`src/rtl/rsi_pkg.sv`:
```
// Shared definitions for the RSI divider-sharing logic.
//   arb_state_e : arbiter sequencing states (IDLE, ISSUE, WAIT, RESP)
//   DIV_WIDTH   : operand/quotient width used by the RSI divider path
//   RSI_NUM_CH  : default number of RSI channels sharing one divider
//   owner_w()   : width of a channel index for a given channel count
package rsi_pkg;

  localparam int unsigned DIV_WIDTH  = 55;
  localparam int unsigned RSI_NUM_CH = 4;

  typedef enum logic [1:0] {
    IDLE  = 2'd0,
    ISSUE = 2'd1,
    WAIT  = 2'd2,
    RESP  = 2'd3
  } arb_state_e;

  function automatic int unsigned owner_w(input int unsigned n);
    return (n > 1) ? $clog2(n) : 1;
  endfunction

endpackage

```
`src/rtl/rsi_div_arbiter_rr_pick.sv`:
```
// rr_pick: combinational round-robin picker.
//   req   : request vector, one bit per channel
//   ptr   : highest-priority channel index for this pick
//   grant : one-hot grant (all zero when no request)
//   idx   : index of the granted channel (0 when no request)
//   any   : at least one request present
module rr_pick
  import rsi_pkg::*;
#(
  parameter  int unsigned NUM_REQ = RSI_NUM_CH,
  localparam int unsigned IW      = owner_w(NUM_REQ)
) (
  input  logic [NUM_REQ-1:0] req,
  input  logic [IW-1:0]      ptr,
  output logic [NUM_REQ-1:0] grant,
  output logic [IW-1:0]      idx,
  output logic               any
);

  int unsigned cand;
  logic [IW-1:0] cand_i;

  // Scan channels ptr, ptr+1, ... wrapping at NUM_REQ; first hit wins.
  always_comb begin
    grant  = '0;
    idx    = '0;
    any    = 1'b0;
    cand   = 0;
    cand_i = '0;
    for (int unsigned k = 0; k < NUM_REQ; k++) begin
      cand = 32'(ptr) + k;
      if (cand >= NUM_REQ) cand = cand - NUM_REQ;
      cand_i = IW'(cand);
      if (!any && req[cand_i]) begin
        any           = 1'b1;
        grant[cand_i] = 1'b1;
        idx           = cand_i;
      end
    end
  end

endmodule

```
`src/rtl/rsi_div_arbiter.sv`:
```
// rsi_div_arbiter: shares one iterative divider between NUM_REQ RSI channels.
// A round-robin grant captures one channel's operands, issues a single
// div_start, waits for div_done and returns the result to that channel only.
//
// Ports:
//   clk, reset           : clock; synchronous active-high reset
//   req_valid/num/den    : per-channel requests, operands packed at [i*WIDTH +: WIDTH]
//   req_ready            : one-hot, one-cycle grant (operands captured that cycle)
//   rsp_valid            : one-hot, one-cycle result strobe to the owning channel
//   rsp_quotient/overflow: result, valid with rsp_valid
//   div_start            : one-cycle start pulse to the divider
//   div_numerator/denom. : latched operands, stable from div_start to div_done
//   div_quotient/done/ovf: divider result interface
//   busy                 : high in every state except IDLE
//   err_timeout          : sticky watchdog error
//
// Build option DIV_TIMEOUT_EN: watchdog in WAIT. After TIMEOUT_CYCLES without
// div_done the op completes with all-ones quotient and overflow set,
// err_timeout latches, and no further requests are granted until reset.
// Without it, WAIT holds indefinitely and err_timeout is constant 0.
module rsi_div_arbiter
  import rsi_pkg::*;
#(
  parameter int unsigned NUM_REQ        = RSI_NUM_CH,
  parameter int unsigned WIDTH          = DIV_WIDTH,
  parameter int unsigned TIMEOUT_CYCLES = 128
) (
  input  logic                       clk,
  input  logic                       reset,
  input  logic [NUM_REQ-1:0]         req_valid,
  input  logic [NUM_REQ*WIDTH-1:0]   req_num,
  input  logic [NUM_REQ*WIDTH-1:0]   req_den,
  output logic [NUM_REQ-1:0]         req_ready,
  output logic [NUM_REQ-1:0]         rsp_valid,
  output logic [WIDTH-1:0]           rsp_quotient,
  output logic                       rsp_overflow,
  output logic                       div_start,
  output logic [WIDTH-1:0]           div_numerator,
  output logic [WIDTH-1:0]           div_denominator,
  input  logic [WIDTH-1:0]           div_quotient,
  input  logic                       div_done,
  input  logic                       div_overflow,
  output logic                       busy,
  output logic                       err_timeout
);

  localparam int unsigned IW = owner_w(NUM_REQ);

  if (NUM_REQ < 2 || NUM_REQ > 16 || WIDTH < 1 || TIMEOUT_CYCLES < 1) begin : g_bad_params
    $error("rsi_div_arbiter: parameter out of range");
  end

  arb_state_e         state_q, state_d;
  logic [IW-1:0]      ptr_q, owner_q;
  logic [WIDTH-1:0]   num_q, den_q, quo_q;
  logic               ovf_q;

  logic [NUM_REQ-1:0] pick_grant;
  logic [IW-1:0]      pick_idx;
  logic               pick_any;
  logic               grant_en;
  logic               grant_fire;
  logic               timed_out;
  logic               locked;
  logic [WIDTH-1:0]   sel_num, sel_den;

  rr_pick #(.NUM_REQ(NUM_REQ)) u_pick (
    .req   (req_valid),
    .ptr   (ptr_q),
    .grant (pick_grant),
    .idx   (pick_idx),
    .any   (pick_any)
  );

`ifdef DIV_TIMEOUT_EN
  localparam int unsigned CW = $clog2(TIMEOUT_CYCLES + 1);

  logic [CW-1:0] wait_cnt_q;
  logic          err_q;

  // Counter holds the number of WAIT cycles already spent without div_done.
  assign timed_out = (state_q == WAIT) && !div_done &&
                     (wait_cnt_q == CW'(TIMEOUT_CYCLES - 1));
  assign locked    = err_q;

  always_ff @(posedge clk) begin
    if (reset) begin
      wait_cnt_q <= '0;
      err_q      <= 1'b0;
    end else begin
      if (state_q == WAIT && !div_done) wait_cnt_q <= wait_cnt_q + 1'b1;
      else                              wait_cnt_q <= '0;
      if (timed_out) err_q <= 1'b1;
    end
  end

  assign err_timeout = err_q && !reset;
`else
  assign timed_out   = 1'b0;
  assign locked      = 1'b0;
  assign err_timeout = 1'b0;
`endif

  // A locked (timed-out) arbiter stops granting: a granted channel could
  // never receive a response because no further div_start is issued.
  assign grant_en   = (state_q == IDLE) && !reset && !locked;
  assign grant_fire = grant_en && pick_any;

  assign sel_num = req_num[pick_idx*WIDTH +: WIDTH];
  assign sel_den = req_den[pick_idx*WIDTH +: WIDTH];

  // State register
  always_ff @(posedge clk) begin
    if (reset) state_q <= IDLE;
    else       state_q <= state_d;
  end

  // Next-state logic
  always_comb begin
    state_d = state_q;
    unique case (state_q)
      IDLE:  if (grant_fire)            state_d = ISSUE;
      ISSUE:                            state_d = WAIT;
      WAIT:  if (div_done || timed_out) state_d = RESP;
      RESP:                             state_d = IDLE;
      default:                          state_d = IDLE;
    endcase
  end

  // Operand / owner / result capture
  always_ff @(posedge clk) begin
    if (reset) begin
      ptr_q   <= '0;
      owner_q <= '0;
      num_q   <= '0;
      den_q   <= '0;
      quo_q   <= '0;
      ovf_q   <= 1'b0;
    end else begin
      if (grant_fire) begin
        owner_q <= pick_idx;
        num_q   <= sel_num;
        den_q   <= sel_den;
        ptr_q   <= (pick_idx == IW'(NUM_REQ - 1)) ? '0 : pick_idx + 1'b1;
      end
      if (state_q == WAIT) begin
        if (div_done) begin
          quo_q <= div_quotient;
          ovf_q <= div_overflow;
        end else if (timed_out) begin
          quo_q <= '1;
          ovf_q <= 1'b1;
        end
      end
    end
  end

  // Outputs; combinational strobes are forced low while reset is asserted
  always_comb begin
    req_ready    = grant_en ? pick_grant : '0;
    div_start    = (state_q == ISSUE) && !reset;
    busy         = (state_q != IDLE) && !reset;
    rsp_valid    = '0;
    rsp_quotient = '0;
    rsp_overflow = 1'b0;
    if (state_q == RESP && !reset) begin
      rsp_valid    = NUM_REQ'(1) << owner_q;
      rsp_quotient = quo_q;
      rsp_overflow = ovf_q;
    end
  end

  assign div_numerator   = num_q;
  assign div_denominator = den_q;

endmodule

```
`config.mk`:
```
export PLATFORM = sky130hd
export DESIGN_NAME = rsi_div_arbiter
export DESIGN_NICKNAME = d
export VERILOG_FILES = /design/src/rtl/rsi_pkg.sv /design/src/rtl/rsi_div_arbiter_rr_pick.sv /design/src/rtl/rsi_div_arbiter.sv
export SDC_FILE = /design/constraint.sdc
export NUM_CORES = 1
export LEC_CHECK = 0
export ABC_CLOCK_PERIOD_IN_PS = 3900
export BUFFER_PORTS_ARGS = -buffer_cell sky130_fd_sc_hd__buf_2
export CORE_AREA = 2 2 261 263
export CTS_BUF_LIST = sky130_fd_sc_hd__clkbuf_4
export DETAILED_ROUTE_END_ITERATION = 8
export DIE_AREA = 0 0 263 265
export GPL_TIMING_DRIVEN = 1
export PLACE_DENSITY = 0.37
export SYNTH_ARGS = -nofsm -noshare
export SYNTH_HDL_FRONTEND = slang
export SYNTH_HIERARCHICAL = 1
export SYNTH_SLANG_ARGS = --single-unit
```
`constraint.sdc`:
```
create_clock -name clk -period 3.9 [get_ports clk]
set_input_delay 0.585 -clock clk [delete_from_list [all_inputs] [get_ports clk]]
set_output_delay 0.585 -clock clk [all_outputs]
set_load 0.005 [all_outputs]
```
After elaboration in Yosys (flattened, before gate mapping)
Index checks and enable logic that the tools add are counted.
Widths: inputs -> output; s select.
{"block": "op_classes", "addsub": 8, "multipliers": 1, "div_mod_pow": 0, "order_cmp": 12, "eq_ne": 6, "shift": 3, "mux": 40, "bitwise": 3, "n_reduce_logical": 20}
{"operator": "$shiftx 220x9->55", "count": 2}
{"operator": "$mux 55", "count": 1}
{"operator": "$mux 4", "count": 6}
{"operator": "$mux 2", "count": 11}
{"operator": "$mux 1", "count": 13}
{"operator": "$logic_and 1x1->1", "count": 12}
{"operator": "$lt 2x3->1 const B", "count": 4}
{"operator": "$or 4x4->4", "count": 3}
{"operator": "$ge 3x3->1 const B", "count": 3}
{"operator": "$bmux 1 s2", "count": 4}
{"operator": "$demux 1 s2", "count": 4}
{"operator": "$ge 2x1->1 const B", "count": 4}
{"operator": "$mul 2x6->8 const B", "count": 1}
{"operator": "$pmux 2 s4", "count": 1}
{"operator": "$sub 2x1->2 const B", "count": 4}
{"operator": "$add 2x2->3 const B", "count": 2}
{"operator": "$eq 2x2->1 const B", "count": 3}
{"operator": "$logic_not 1->1", "count": 4}
{"operator": "$ne 2x2->1 const B", "count": 2}
{"operator": "$reduce_and 2->1", "count": 2}
{"operator": "$shl 1x2->4 const A", "count": 1}
{"operator": "$add 2x1->3 const B", "count": 1}
{"operator": "$ge 2x3->1 const B", "count": 1}
{"operator": "$add 2x1->2 const B", "count": 1}
{"operator": "3 further kinds", "count": 3}
{"block": "totals", "reg_bits": 172, "latchBits": 0, "mem_bits_rw": 0, "romBits": 0, "input_bits": 503, "out_inout_bits": 177, "memories": 0}

Logic depth before layout (Yosys ltp)
{"block": "logic_depth", "word_depth": 17, "ltp_mapped": 14, "ltp_nobuf": 10}

Cells and area by module
The synthesis kept the hierarchy.
{"module": "rsi_div_arbiter", "n_inst": 1, "cells_each": 971, "area_each_um2": 9424.0, "seq_area_each_um2": 3443.3}
{"module": "rr_pick", "n_inst": 1, "cells_each": 45, "area_each_um2": 421.7, "seq_area_each_um2": 0.0}

Least setup slack after synthesis
OpenSTA, ideal clock, no wires.
{"block": "synth_path", "path_kind": "register to register", "startpoint": "register ptr_q[0]", "endpoint": "register den_q[0] (netlist: div_denominator[0])", "arrival_ps": 2982, "t_required_ps": 3778, "slack_ps": 796, "path_stages_with_launch": 13, "path_buffers": 4, "period_less_slack_ps": 3104, "path_cell_list": "dfxtp_1 -> buf_6 -> inv_1 -> ha_1 -> mux4_2 -> buf_6 -> and2b_2 -> o21ai_0 -> o31ai_1 -> buf_2 -> clkbuf_1 -> mux2_2 -> a221o_1"}
{"block": "synth_between", "elab_chain_len": 16, "word_cells_on_any_way": 40, "cone_classes": "7 x add/sub; 1 x mul; 4 x order compare; 1 x shift; 20 x mux; 7 x reduce/logical"}
{"item": "start: declaration", "line": "rsi_div_arbiter.sv:54", "rtl": "logic [IW-1:0] ptr_q, owner_q;"}
{"item": "start signal: assignment", "line": "rsi_div_arbiter.sv:144", "rtl": "ptr_q <= (pick_idx == IW'(NUM_REQ - 1)) ? '0 : pick_idx + 1'b1;"}
{"item": "parallel branches: the longest is 13 deep, another holds $add 2x1->3"}
{"item": "$mux 2 *", "line": "rsi_div_arbiter_rr_pick.sv:34", "rtl": "if (!any && req[cand_i]) begin"}
{"item": "net pick_idx[0]", "line": "rsi_div_arbiter.sv:59", "rtl": "logic [IW-1:0] pick_idx;"}
{"item": "$mul 2x6->8 *", "line": "rsi_div_arbiter.sv:110", "rtl": "assign sel_den = req_den[pick_idx*WIDTH +: WIDTH];"}
{"item": "$shiftx 220x9->55 *", "line": "rsi_div_arbiter.sv:110"}
{"item": "end signal: assignment", "line": "rsi_div_arbiter.sv:143", "rtl": "den_q <= sel_den;"}
{"item": "end: declaration", "line": "rsi_div_arbiter.sv:55", "rtl": "logic [WIDTH-1:0] num_q, den_q, quo_q;"}
Mark *: on every way through the listed nets, which the timed path passes. The select of a mux whose other input is x is not followed.
A chain may end at the register's enable or synchronous reset.

Final worst setup path
{"block": "layout_path", "startpoint": "register ptr_q[1]", "endpoint": "output port req_ready[3]"}
{"block": "layout_between", "elab_chain_len": 15, "word_cells_on_any_way": 60, "cone_classes": "7 x add/sub; 12 x order compare; 28 x mux; 3 x bitwise; 10 x reduce/logical"}
{"item": "parallel branches: the longest is 13 deep, another holds $add 2x1->3"}
{"item": "$mux 4 *", "line": "rsi_div_arbiter_rr_pick.sv:34"}
{"item": "net pick_grant[3]", "line": "rsi_div_arbiter.sv:58", "rtl": "logic [NUM_REQ-1:0] pick_grant;"}
{"item": "$mux 4 *", "line": "rsi_div_arbiter.sv:160", "rtl": "req_ready = grant_en ? pick_grant : '0;"}
{"item": "end: declaration", "line": "rsi_div_arbiter.sv:33", "rtl": "output logic [NUM_REQ-1:0] req_ready,"}
Marks and branches as above.

==> results.toml <==
[run_status]
run_status = "finished clean"

[power]
p_seq_share_pct = 27.7
pwr-share-clk_pct = 13.7
swShare_pct = 42.1
total_power_mw = 9.02
peakVddDrop_uv = 249
p_leak_nw = 7.21
p_switching_mw = 3.80
powerDensity_nw_per_um2 = 597
p_int_mw = 5.22
comb_power_share_pct = 58.6

[placed_design]
place_ws_ns = 0.226
post_dp_cell_area_um2 = 14200
port_buffers = 678
place.gp.congestion = 0.914
place_hpwl_mm = 37.0

[grt]
antenna_found_initial = 15
grtUsageTotal_pct = 12.9
grt_max_degree = 60
grt_pass1_wl_mm = 67.1
grt_overflow = 0
grt_pass1_vias = 10600

[sta]
hold_violations = 0
relSlewSlack_pct = 21.1
setup_viol = 0
max_slew.worst_pin.slew_ns = 1.18
setup_ws_ns = 0.308
grt_setup_unrepaired = "false"
maxSlewViolCount = 0
setup_tns_ns = 0
fin_crit_sh_pct = 92.1
clock_skew_ns = 0.0278
max_freq_mhz = 278
period_minus_slack_ns = 3.59

[layout]
fillers = 7451
fin_util_pct = 22.6
drive_above_1_share_pct = 50.2
syn_to_final_growth_pct = 53.3
fin_area_um2 = 15100
fin_nets = 2217

[detailed_routing]
routedWlPerCell_um = 18.1
drc = 0
firstDrtPassIters = 5
antenna_left = 0
via_per_inst = 4.02
drtIter0Drc = 465
totalWireLength_mm = 47.1
num_vias = 10400

[floorplan]
num_io_pins = 680
die_w_um = 263
std_cell_rows = 95
die_h_um = 265
core_area_um2 = 66800
design.die.area_um2 = 69700
initial_utilization_pct = 14.7

[clock_network]
numCtsBuffers = 17
clk_path_buf_depth = 2
clk_pin_slew_worst_paths_ns = 0.20
cts_root_buf = "clkbuf_4"
cts_tree = "done"
cts.sinks = 172
cts-htree-levels = 4
cts_setup_buffers = 0
clock_latency_ns = 0.74

[yosys]
syn_avg_cell_area_um2 = 9.69
synthCells = 1016
yosysWarnings = 6
seq_area_frac_synth_pct = 35.0
synth_nets = 1529
synth.ff_latch_count = 172
syn-cell-area_um2 = 9850
ys_types = 38

[job]
cap_violations = 0

[worst_hold_path]
hold_depth = 3
hp-class = "input pin to flip-flop"

[worst_setup_path]
endpoint_kind = "primary output"
cp.required_ns = 3.31
cp.arrival_ns = 3.01
startpoint_type = "flip-flop"
rr_worst_depth = 12
cp_max_fo = 10
critPathKind = "flip-flop to primary output"
critical path, cell delays in order, from the launching register on:
cell	delay, ns
dfxtp_2	0.49
inv_1	0.12
ha_1	0.37
mux4_2	0.45
nor4b_4	0.40
a22oi_1	0.11
o21ai_0	0.10
and2_1	0.14
buf_2	0.12
cells in the mapped netlist (all sizes together):
cell	instances	area (µm²)
nor2	118	443
mux2	111	1510
mux4	4	97.6
conb	1	3.75
o31ai	1	7.51
mux2i	113	1130
nand3	3	15.0
inv	5	18.8
a22oi	8	60.1
buf	59	425
o221ai	1	8.76
dfxtp	172	3440
clkbuf	32	120
nand4b	1	8.76
nor3	2	10.0
nor3b	1	7.51
and2	61	382
o21ba	1	10.0
ha	10	125
o21ai	5	25.0
nand2	118	443
and3	2	12.5
o211ai	1	7.51
nor4	1	6.26
and2b	1	8.76
and3b	2	17.5
a32o	1	10.0
nor2b	4	32.5
a221o	110	1100
a21oi	62	310
nand2b	4	25.0
nor4b	1	23.8
worst paths after layout:
check	end	slack, ns	from
worst min-delay path	quo_q[54]$_SDFFE_PP0P_	0.15	div_quotient[54]
worst max register to register	div_numerator[26]$_SDFFE_PP0P_	0.43	ptr_q[1]$_SDFFE_PP0P_
worst max-delay path	req_ready[3]	0.31	ptr_q[1]$_SDFFE_PP0P_
worst min register to register	quo_q[29]$_SDFFE_PP0P_	0.46	quo_q[29]$_SDFFE_PP0P_
metal layers:
layer,GRT usage [%],routed length [µm]
met4,4.48,914
met5,0,23
met1,15.2,19300
met2,22.7,24200
met3,3.20,2600
registers in the layout, indices dropped and copies added, names as in the netlist:
name and flops:
state_q 2, div_numerator 55, quo_q 55, owner_q 2
div_denominator 55, ovf_q 1, ptr_q 2
final cells by class:
| cell class | instances | area [µm²] | share of cell area (%) |
|---|---|---|---|
| clock buffer | 17 | 128 | 0.846 |
| inverter | 5 | 18.8 | 0.124 |
| clock inverter | 15 | 214 | 1.42 |
| multi-input combinational | 748 | 5870 | 38.9 |
| antenna | 9 | 22.5 | 0.149 |
| timing repair buffer | 760 | 4300 | 28.5 |
| sequential | 172 | 3450 | 22.8 |
| tap | 873 | 1090 | 7.24 |
power groups by stage:
stage          Combinational, mW  Sequential [mW]  Clock, mW
2_1_floorplan               3.69             2.49          0
3_3_place_gp                5.32             2.53          0
3_5_place_dp                5.34             2.52          0
4_1_cts                     5.38             2.49       1.33
5_1_grt                     5.70             2.55       1.39
6_report                    5.28             2.50       1.24
layout by cell type (no fill, tap or decap), drive strengths merged, types with 2 or more instances in the layout:
master       instances
clkbuf              17
ha                  10
o21ai                5
nor3                 2
and2                61
inv                 10
a22oi                8
nand2b               4
nand2              118
nor2               118
dlygate4sd3         55
mux2               111
clkinv              10
mux2i              113
nand3                3
dfxtp              172
a221o              110
nor2b                4
buf                705
and3                 2
a21oi               62
diode                9
and3b                2
mux4                 4
through the flow:
step,instances,hold slack [ns]
floorplan,1016,0.432
global placement,2503,0.437
detailed placement,2503,0.443
CTS,2590,0.0156
global route,2599,0.0163
finish,2599,0.153
what timing repair did:
item | in CTS | in global routing
endpoints found under the setup margin | 0 | 4
hold buffers | 55 | 0
hold endpoints to repair | 55 | 0
gates resized for setup | 0 | 2
logic make-up after synthesis:
family                   after synthesis  synth area share (%)
AO/OA/AOI/OAI                        190                  15.6
buffers and inverters                 96                  5.73
flip-flops                           172                  35.0
other                                  1                0.0381
multiplexers                         228                  27.8
adder cells (fa/ha/maj)               10                  1.27
AND/OR/NAND/NOR                      319                  14.6
(Power assumes the default switching activity.)
